[src/rtl/uaz8_pkg.sv]
// Shared MicroUAZ8 datapath constants: write-data source indices,
// out-of-range select policies and the default word width.
package uaz8_pkg;

   localparam int unsigned DW_SRC_R0    = 0;
   localparam int unsigned DW_SRC_BUS   = 1;
   localparam int unsigned DW_SRC_NUM   = 2;
   localparam int unsigned DW_SRC_IADDR = 3;
   localparam int unsigned DW_SRC_RY    = 4;

   localparam int unsigned ILL_ZERO = 0;
   localparam int unsigned ILL_HOLD = 1;

   localparam int unsigned DW_WIDTH = 8;

endpackage

[src/rtl/uaz8_skid.sv]
// Generic 2-entry valid/ready skid buffer: a registered output stage plus one
// overflow entry, so ready_o is registered and never depends on ready_i.
module uaz8_skid #(
   parameter int unsigned WIDTH = 8
) (
   input  logic             clk_i,
   input  logic             rst_i,
   input  logic [WIDTH-1:0] data_i,
   input  logic             valid_i,
   output logic             ready_o,
   output logic [WIDTH-1:0] data_o,
   output logic             valid_o,
   input  logic             ready_i
);

   logic [WIDTH-1:0] out_data_q, out_data_d;
   logic             out_valid_q, out_valid_d;
   logic [WIDTH-1:0] skid_data_q, skid_data_d;
   logic             skid_full_q, skid_full_d;
   logic             accept;

   always_comb begin
      accept      = valid_i & ~skid_full_q;
      out_data_d  = out_data_q;
      out_valid_d = out_valid_q;
      skid_data_d = skid_data_q;
      skid_full_d = skid_full_q;
      // Output free or draining: refill from the skid first to keep order.
      if (~out_valid_q | ready_i) begin
         if (skid_full_q) begin
            out_data_d  = skid_data_q;
            out_valid_d = 1'b1;
            skid_full_d = 1'b0;
         end else if (accept) begin
            out_data_d  = data_i;
            out_valid_d = 1'b1;
         end else begin
            out_valid_d = 1'b0;
         end
      end else if (accept) begin
         skid_data_d = data_i;
         skid_full_d = 1'b1;
      end
   end

   always_ff @(posedge clk_i or posedge rst_i) begin
      if (rst_i) begin
         out_data_q  <= '0;
         out_valid_q <= 1'b0;
         skid_data_q <= '0;
         skid_full_q <= 1'b0;
      end else begin
         out_data_q  <= out_data_d;
         out_valid_q <= out_valid_d;
         skid_data_q <= skid_data_d;
         skid_full_q <= skid_full_d;
      end
   end

   assign ready_o = ~skid_full_q;
   assign data_o  = out_data_q;
   assign valid_o = out_valid_q;

endmodule

[src/rtl/dw_sel_skid.sv]
// Write-data source selector: picks one of NSRC words, applies the illegal
// select fallback, and hands {src_id, word} to a skid buffer.
module dw_sel_skid
   import uaz8_pkg::*;
#(
   parameter int unsigned WIDTH    = DW_WIDTH,
   parameter int unsigned NSRC     = 5,
   parameter int unsigned SEL_W    = 3,
   parameter int unsigned ILL_MODE = ILL_ZERO
) (
   input  logic                  i_Clk,
   input  logic                  i_Rst,
   input  logic [SEL_W-1:0]      i_Sel_DW,
   input  logic [NSRC*WIDTH-1:0] i_Src,
   input  logic                  i_Valid,
   output logic                  o_Ready,
   output logic [WIDTH-1:0]      o_DW,
   output logic [SEL_W-1:0]      o_Src_Id,
   output logic                  o_Valid,
   input  logic                  i_Ready,
   output logic                  o_Err,
   input  logic                  i_Err_Clr
);

   localparam int unsigned PW = SEL_W + WIDTH;

   if (NSRC > (1 << SEL_W) || NSRC < 2) begin : g_bad_nsrc
      $error("dw_sel_skid: NSRC must lie in 2..2**SEL_W");
   end

   logic             sel_legal;
   logic [WIDTH-1:0] src_word, sel_word;
   logic             accept;
   logic [WIDTH-1:0] last_good_q, last_good_d;
   logic             err_q, err_d;
   logic [PW-1:0]    out_payload;

   always_comb begin
      src_word  = '0;
      sel_legal = 1'b0;
      // A select is legal exactly when it matches one of the NSRC indices.
      for (int unsigned k = 0; k < NSRC; k++) begin
         if (i_Sel_DW == SEL_W'(k)) begin
            src_word  = i_Src[k*WIDTH +: WIDTH];
            sel_legal = 1'b1;
         end
      end
      if (sel_legal) begin
         sel_word = src_word;
      end else if (ILL_MODE == ILL_HOLD) begin
         sel_word = last_good_q;
      end else begin
         sel_word = '0;
      end
   end

   always_comb begin
      accept      = i_Valid & o_Ready;
      last_good_d = (accept & sel_legal) ? src_word : last_good_q;
      err_d       = (accept & ~sel_legal) | (err_q & ~i_Err_Clr);
   end

   always_ff @(posedge i_Clk or posedge i_Rst) begin
      if (i_Rst) begin
         last_good_q <= '0;
         err_q       <= 1'b0;
      end else begin
         last_good_q <= last_good_d;
         err_q       <= err_d;
      end
   end

   uaz8_skid #(
      .WIDTH(PW)
   ) u_skid (
      .clk_i  (i_Clk),
      .rst_i  (i_Rst),
      .data_i ({i_Sel_DW, sel_word}),
      .valid_i(i_Valid),
      .ready_o(o_Ready),
      .data_o (out_payload),
      .valid_o(o_Valid),
      .ready_i(i_Ready)
   );

   assign o_DW     = out_payload[WIDTH-1:0];
   assign o_Src_Id = out_payload[PW-1:WIDTH];
   assign o_Err    = err_q;

endmodule

[config.mk]
export PLATFORM = sky130hd
export DESIGN_NAME = dw_sel_skid
export DESIGN_NICKNAME = d
export VERILOG_FILES = /design/src/rtl/uaz8_pkg.sv /design/src/rtl/uaz8_skid.sv /design/src/rtl/dw_sel_skid.sv
export SDC_FILE = /design/constraint.sdc
export NUM_CORES = 1
export LEC_CHECK = 0
export CAP_MARGIN = 15
export CORE_MARGIN = 1
export CORE_UTILIZATION = 44
export DETAILED_ROUTE_END_ITERATION = 8
export PLACE_DENSITY_LB_ADDON = 0.3
export SYNTH_ARGS = -nofsm -noshare
export SYNTH_HDL_FRONTEND = slang
export SYNTH_HIERARCHICAL = 1
export SYNTH_SLANG_ARGS = --single-unit
[constraint.sdc]
create_clock -name i_Clk -period 1.8 [get_ports i_Clk]
set_input_delay 0.18 -clock i_Clk [delete_from_list [all_inputs] [get_ports i_Clk]]
set_output_delay 0.18 -clock i_Clk [all_outputs]
set_load 0.1 [all_outputs]
# Word-level counts from Yosys, hierarchy flattened
# Index checks and enable logic that the tools add are counted.
[word_totals]
memories = 0
ram_bits = 0
word_cells = 41
latchBits = 0
rom_bits = 0
inputBits = 48
output_inout_bits = 14
regBits = 25
[classes]
n_bitwise = 10
div_mod_pow = 0
eq_ne = 4
n_mul = 0
n_lt_le_gt_ge = 0
add_sub_neg = 0
reduce_logical = 5
n_shift = 0
muxes = 17
[ops]
columns = ["operator", "count"]
rows = [
  ["$mux W8", 6],
  ["$mux W11", 2],
  ["$mux W1", 9],
  ["$eq A3 B2 Y1 const B", 2],
  ["$not A1 Y1", 5],
  ["$reduce_and A2 Y1", 2],
  ["$reduce_bool A2 Y1", 2],
  ["$and A1 B1 Y1", 3],
  ["$eq A3 B1 Y1 const B", 1],
  ["$eq A3 B3 Y1 const B", 1],
  ["$logic_not A3 Y1", 1],
  ["$or A1 B1 Y1", 2],
]

# Depth between registers and ports, before layout
[logic_depth]
word_depth = 9
depth_mapped = 7
mapped_depth_nobuf = 5

# Hierarchy
# Netlist, hierarchy kept.
[by_module_without_submodules]
columns = ["mod", "n_inst", "seq_area_each_um2", "area_per_inst_um2", "cells_each"]
rows = [
  ["uaz8_skid", 1, 600.6, 1134.8, 68],
  ["dw_sel_skid", 1, 25.0, 465.4, 54],
]

# Least setup slack after synthesis
# Ideal clock, no wire load.
[synth_timing]
kind = "reg2reg"
start = "reg u_skid.out_valid_q (netlist: u_skid/valid_o)"
end = "reg u_skid.skid_data_q[10]"
n_path_buf = 1
setup_slack_ps = -114
synth_period_minus_slack_ps = 1914
stages_incl_launch_ff = 5
setup_ps = 125
required_ps = 1675
arrival_ps = 1789
path_cell_list = "dfrtp_1 -> nand2b_4 -> nor3b_2 -> buf_4 -> mux2_2"
[synth_between]
elab_chain_cells = 4
[synth_lines]
columns = ["element", "line_no", "source"]
rows = [
  ["from (decl)", "uaz8_skid.sv:17", "logic out_valid_q, out_valid_d;"],
  ["from (signal assigned)", "uaz8_skid.sv:54", "out_valid_q <= out_valid_d;"],
  ["$not A1 Y1", "uaz8_skid.sv:29", "if (~out_valid_q | ready_i) begin"],
  ["$or A1 B1 Y1", "uaz8_skid.sv:29", ""],
  ["$not A1 Y1 (no source line)", "--", ""],
  ["$reduce_and A2 Y1 (no source line)", "--", ""],
  ["to (signal assigned)", "uaz8_skid.sv:55", "skid_data_q <= skid_data_d;"],
  ["to (decl)", "uaz8_skid.sv:18", "logic [WIDTH-1:0] skid_data_q, skid_data_d;"],
]
# No other way between the ends.
# A chain may end at the register's enable or synchronous reset.

# Final worst setup path
[layout_timing]
start = "in i_Sel_DW[0]"
end = "reg u_skid.out_data_q[2] (netlist: u_skid/data_o[2])"
[layout_between]
elab_chain_cells = 9
word_cells_on_any_way = 18
cone_classes = "eq/ne: 4; mux: 13; reduce/logical: 1"
[layout_lines]
columns = ["element", "line_no", "source"]
rows = [
  ["from (decl)", "dw_sel_skid.sv:13", "input logic [SEL_W-1:0] i_Sel_DW,"],
  ["$logic_not A3 Y1", "dw_sel_skid.sv:43", "if (i_Sel_DW == SEL_W'(k)) begin"],
  ["$mux W8 or $mux W1 (tied branches) (5 in a row)", "dw_sel_skid.sv:43", ""],
  ["$mux W8 *", "dw_sel_skid.sv:48", "if (sel_legal) begin"],
  ["net sel_word[2]", "dw_sel_skid.sv:32", "logic [WIDTH-1:0] src_word, sel_word;"],
  ["$mux W11 *", "uaz8_skid.sv:34", "end else if (accept) begin"],
  ["$mux W11 *", "uaz8_skid.sv:30", "if (skid_full_q) begin"],
  ["to (signal assigned)", "uaz8_skid.sv:53", "out_data_q <= out_data_d;"],
  ["to (decl)", "uaz8_skid.sv:16", "logic [WIDTH-1:0] out_data_q, out_data_d;"],
]
# The timed path passes the listed nets; every way through them passes the cells marked *. The select of a mux whose other input is x is not followed.

==> impl_metrics.env <==
export IMPL_status="finished clean"
export IMPL_critPathRequiredTime_ns=2.02
export IMPL_drc=0
export IMPL_setup_reg_to_reg_worst_slack_ns=0.44
export IMPL_grt_use_met3_pct=4.23
export IMPL_clkTransAtPathRegs_ns=0.13
export IMPL_die_width_microns=62.3
export IMPL_drtIter0Drc=42
export IMPL_insertion_delay_to_the_later_sink_of_the_worst_skew_pair_ns=0.32
export IMPL_end_kind="register"
export IMPL_route_final_wire_length_mm=3.82
export IMPL_clock_sinks=25
export IMPL_cts_max_level=1
export IMPL_hpwlAfterDp_mm=2.82
export IMPL_finalCritPeriodShare_pct=94.7
export IMPL_cts_root_buf="sky130_fd_sc_hd__clkbuf_4"
export IMPL_synth_warnings=6
export IMPL_cts_buffers=3
export IMPL_ir_drop_mv=0.750
export IMPL_max_cap_violations=0
export IMPL_pin_count=62
export IMPL_worstHoldStart="i_Err_Clr"
export IMPL_critical_path_top_cell_by_count="sky130_fd_sc_hd__mux2_4"
export IMPL_synth_seq_cells=25
export IMPL_synth_edff_count=0
export IMPL_grt_use_met1_pct=27.0
export IMPL_routedWlPerCell_microns=16.3
export IMPL_setup_tns_ns=0
export IMPL_maximum_number_of_pins_on_one_net_before_global_route_repair=25
export IMPL_worstMarginPinSlew_ns=0.308
export IMPL_worst_slew_margin_rel_pct=79.4
export IMPL_cts_tree="yes"
export IMPL_critical_path_max_stage_delay_ns=0.50
export IMPL_worst_setup_startpoint="i_Sel_DW[0]"
export IMPL_critPathMaxFanout=14
export IMPL_slowest_stage="sky130_fd_sc_hd__clkdlybuf4s50_1"
export IMPL_core_region_area_sq_um=3420
export IMPL_fillCellCount=258
export IMPL_nets=237
export IMPL_powerDensity_nw_per_um2=944
export IMPL_cp_endpoint="u_skid/data_o[2]"
export IMPL_whs_ns=0.457
export IMPL_globalRoute_busiestLayer="met2"
export IMPL_global_route_usage_total_pct=21.2
export IMPL_synthesis_area_per_instance_sq_um=13.1
export IMPL_path_cells="clkdlybuf4s50_1 -> buf_12 -> mux2i_1 -> nor3_1 -> a211o_1 -> mux2_4 -> mux2_4"
export IMPL_worst_r2r_endpoint="u_skid/data_o[3]"
export IMPL_timing_hold_worst_class="in2reg"
export IMPL_cts_hold_buffers=1
export IMPL_cts_repair_resize_count=0
export IMPL_route_antenna_remaining_nets=0
export IMPL_timing_rr_start="u_skid/valid_o"
export IMPL_timing_clock_skew_ns=0.00109
export IMPL_fmaxAchievable_mhz=587
export IMPL_rsz0062_at_grt="false"
export IMPL_layout_drive_gt1_share_pct=35.6
export IMPL_setup_viol_count_final=0
export IMPL_via_per_inst=5.15
export IMPL_power_uw=2190
export IMPL_async_reset_ff_share_pct=100
export IMPL_cts_post_setup_buffers_inserted=0
export IMPL_leakage_power_figure_uw=0.00104
export IMPL_floorplan_die_area_sq_um=3880
export IMPL_netlist_cell_type_count=26
export IMPL_reg2regPathDepth=4
export IMPL_cts_max_path_buffers=2
export IMPL_grt_pass1_wl_mm=6.31
export IMPL_first_global_vias=1314
export IMPL_post_synth_inst_count=122
export IMPL_worstSetupStartpointType="input port"
export IMPL_std_cell_rows=21
export IMPL_grt_antenna_before_repair=0
export IMPL_share_of_the_yosys_chip_area_belonging_to_registers_pct=39.1
export IMPL_synth_fp_nets=170
export IMPL_total_number_of_vias=1206
export IMPL_antenna_cells_inserted=0
export IMPL_ys_flop_type="sky130_fd_sc_hd__dfrtp_1"
export IMPL_final_hold_viol_count=0
export IMPL_grtUsageMet2_pct=35.2
export IMPL_fin_crit_ns=1.70
export IMPL_numPortBuffers=61
export IMPL_critical_path_arrival_ns=1.93
export IMPL_grt_remaining_overflow=0
export IMPL_floorplan_initialDensity_pct=46.8
export IMPL_die_height_microns=62.3
export IMPL_drt_pass1_iter_count=4
export IMPL_critPathKind="in2reg"
export IMPL_gpl_final_weighted_congestion=0.784
export IMPL_post_synth_instance_area_sq_um=1600
export IMPL_finalMaxSlewViolations=0
export IMPL_area_growth_syn_to_layout_pct=45.0
[cells in the final DEF, fill, tap and decap left out, types with 2 or more instances in the layout]
| master | netlist | routed |
|---|---|---|
| sky130_fd_sc_hd__o21a_1 | 7 | 7 |
| sky130_fd_sc_hd__a32oi_1 | 3 | 3 |
| sky130_fd_sc_hd__clkbuf_4 | 0 | 3 |
| sky130_fd_sc_hd__dfrtp_1 | 25 | 24 |
| sky130_fd_sc_hd__clkdlybuf4s50_1 | 0 | 47 |
| sky130_fd_sc_hd__inv_1 | 4 | 4 |
| sky130_fd_sc_hd__mux2_2 | 14 | 14 |
| sky130_fd_sc_hd__mux2_4 | 19 | 19 |
| sky130_fd_sc_hd__nor2b_4 | 2 | 2 |
| sky130_fd_sc_hd__buf_4 | 2 | 18 |
| sky130_fd_sc_hd__nand3b_1 | 3 | 3 |
| sky130_fd_sc_hd__buf_12 | 1 | 6 |
| sky130_fd_sc_hd__o2bb2ai_1 | 4 | 4 |
| sky130_fd_sc_hd__nor3b_2 | 2 | 2 |
| sky130_fd_sc_hd__o21ai_1 | 7 | 7 |
| sky130_fd_sc_hd__mux2i_1 | 13 | 13 |
[layout make-up]
type / count / area (sq um) / area share [%]
multi-input combinational: 83 / 860 / 37.0
inverter: 4 / 15.0 / 0.647
tap: 46 / 57.6 / 2.48
sequential: 25 / 627 / 27.0
timing repair buffer: 72 / 736 / 31.7
clock buffer: 4 / 26.3 / 1.13
[synthesized netlist by cell type, drive strengths merged (3+ instances only)]
| cell type | instances | area (sq um) |
|---|---|---|
| nand3b | 3 | 22.5 |
| o2bb2ai | 4 | 35.0 |
| mux2 | 33 | 443 |
| nor3b | 3 | 32.5 |
| dfrtp | 25 | 626 |
| a32oi | 3 | 26.3 |
| mux2i | 13 | 130 |
| buf | 9 | 96.3 |
| o21ai | 8 | 40.0 |
| inv | 4 | 15.0 |
| o21a | 7 | 52.6 |
[flip-flops by register name, indices dropped and copies added, names as in the netlist]
register / cells
u_skid/valid_o: 1
u_skid/data_o: 11
u_skid/skid_full_q: 1
o_Err: 1
u_skid/skid_data_q: 11
[through the flow]
stage                     utilization (%)  worst slack (ns)  instances  cell area, sq um
after floorplan                         -             0.163        122              1600
after global placement               66.9            -0.199        229              2280
after detailed placement             66.9            -0.248        229              2280
after CTS                            67.9             0.107        234              2320
after global routing                 67.9            0.0639        234              2320
final                                67.9            0.0950        234              2320
[worst min-delay path by stage]
| stage | end | cells past startpoint |
|---|---|---|
| CTS | o_Err | 2 |
| finish | o_Err | 2 |
| detailed placement | o_Err | 2 |
| global placement | o_Err | 2 |
| global route | o_Err | 2 |
| floorplan | o_Err | 1 |
[worst max-delay path: cells and delay by family]
kind	cells	cell delay, ns
simple gates	1	0.07
buf+inv	2	0.66
compound gates	1	0.30
mux	3	0.71
[per-layer routing]
metal / vias to the layer above / part of all wire [%]
li1: 578 / -
met1: 573 / 46
met2: 48 / 46
met3: 7 / 6.2
met4: 0 / 1.8
met5: - / 0
[report_power, final]
part           leakage [uW]  total [uW]  internal, uW  switching (uW)
registers          0.000306         770           692            78.5
clock network     0.0000150         253          86.9             166
logic              0.000717        1170           450             718
total               0.00104        2190          1230             963
[cell families after synthesis]
kind of cell,synth area share (%)
multiplexers,35.8
AO/OA/AOI/OAI,10.7
AND/OR/NAND/NOR,7.19
buffers and inverters,7.19
flip-flops,39.1
(Power assumes the default switching activity.)
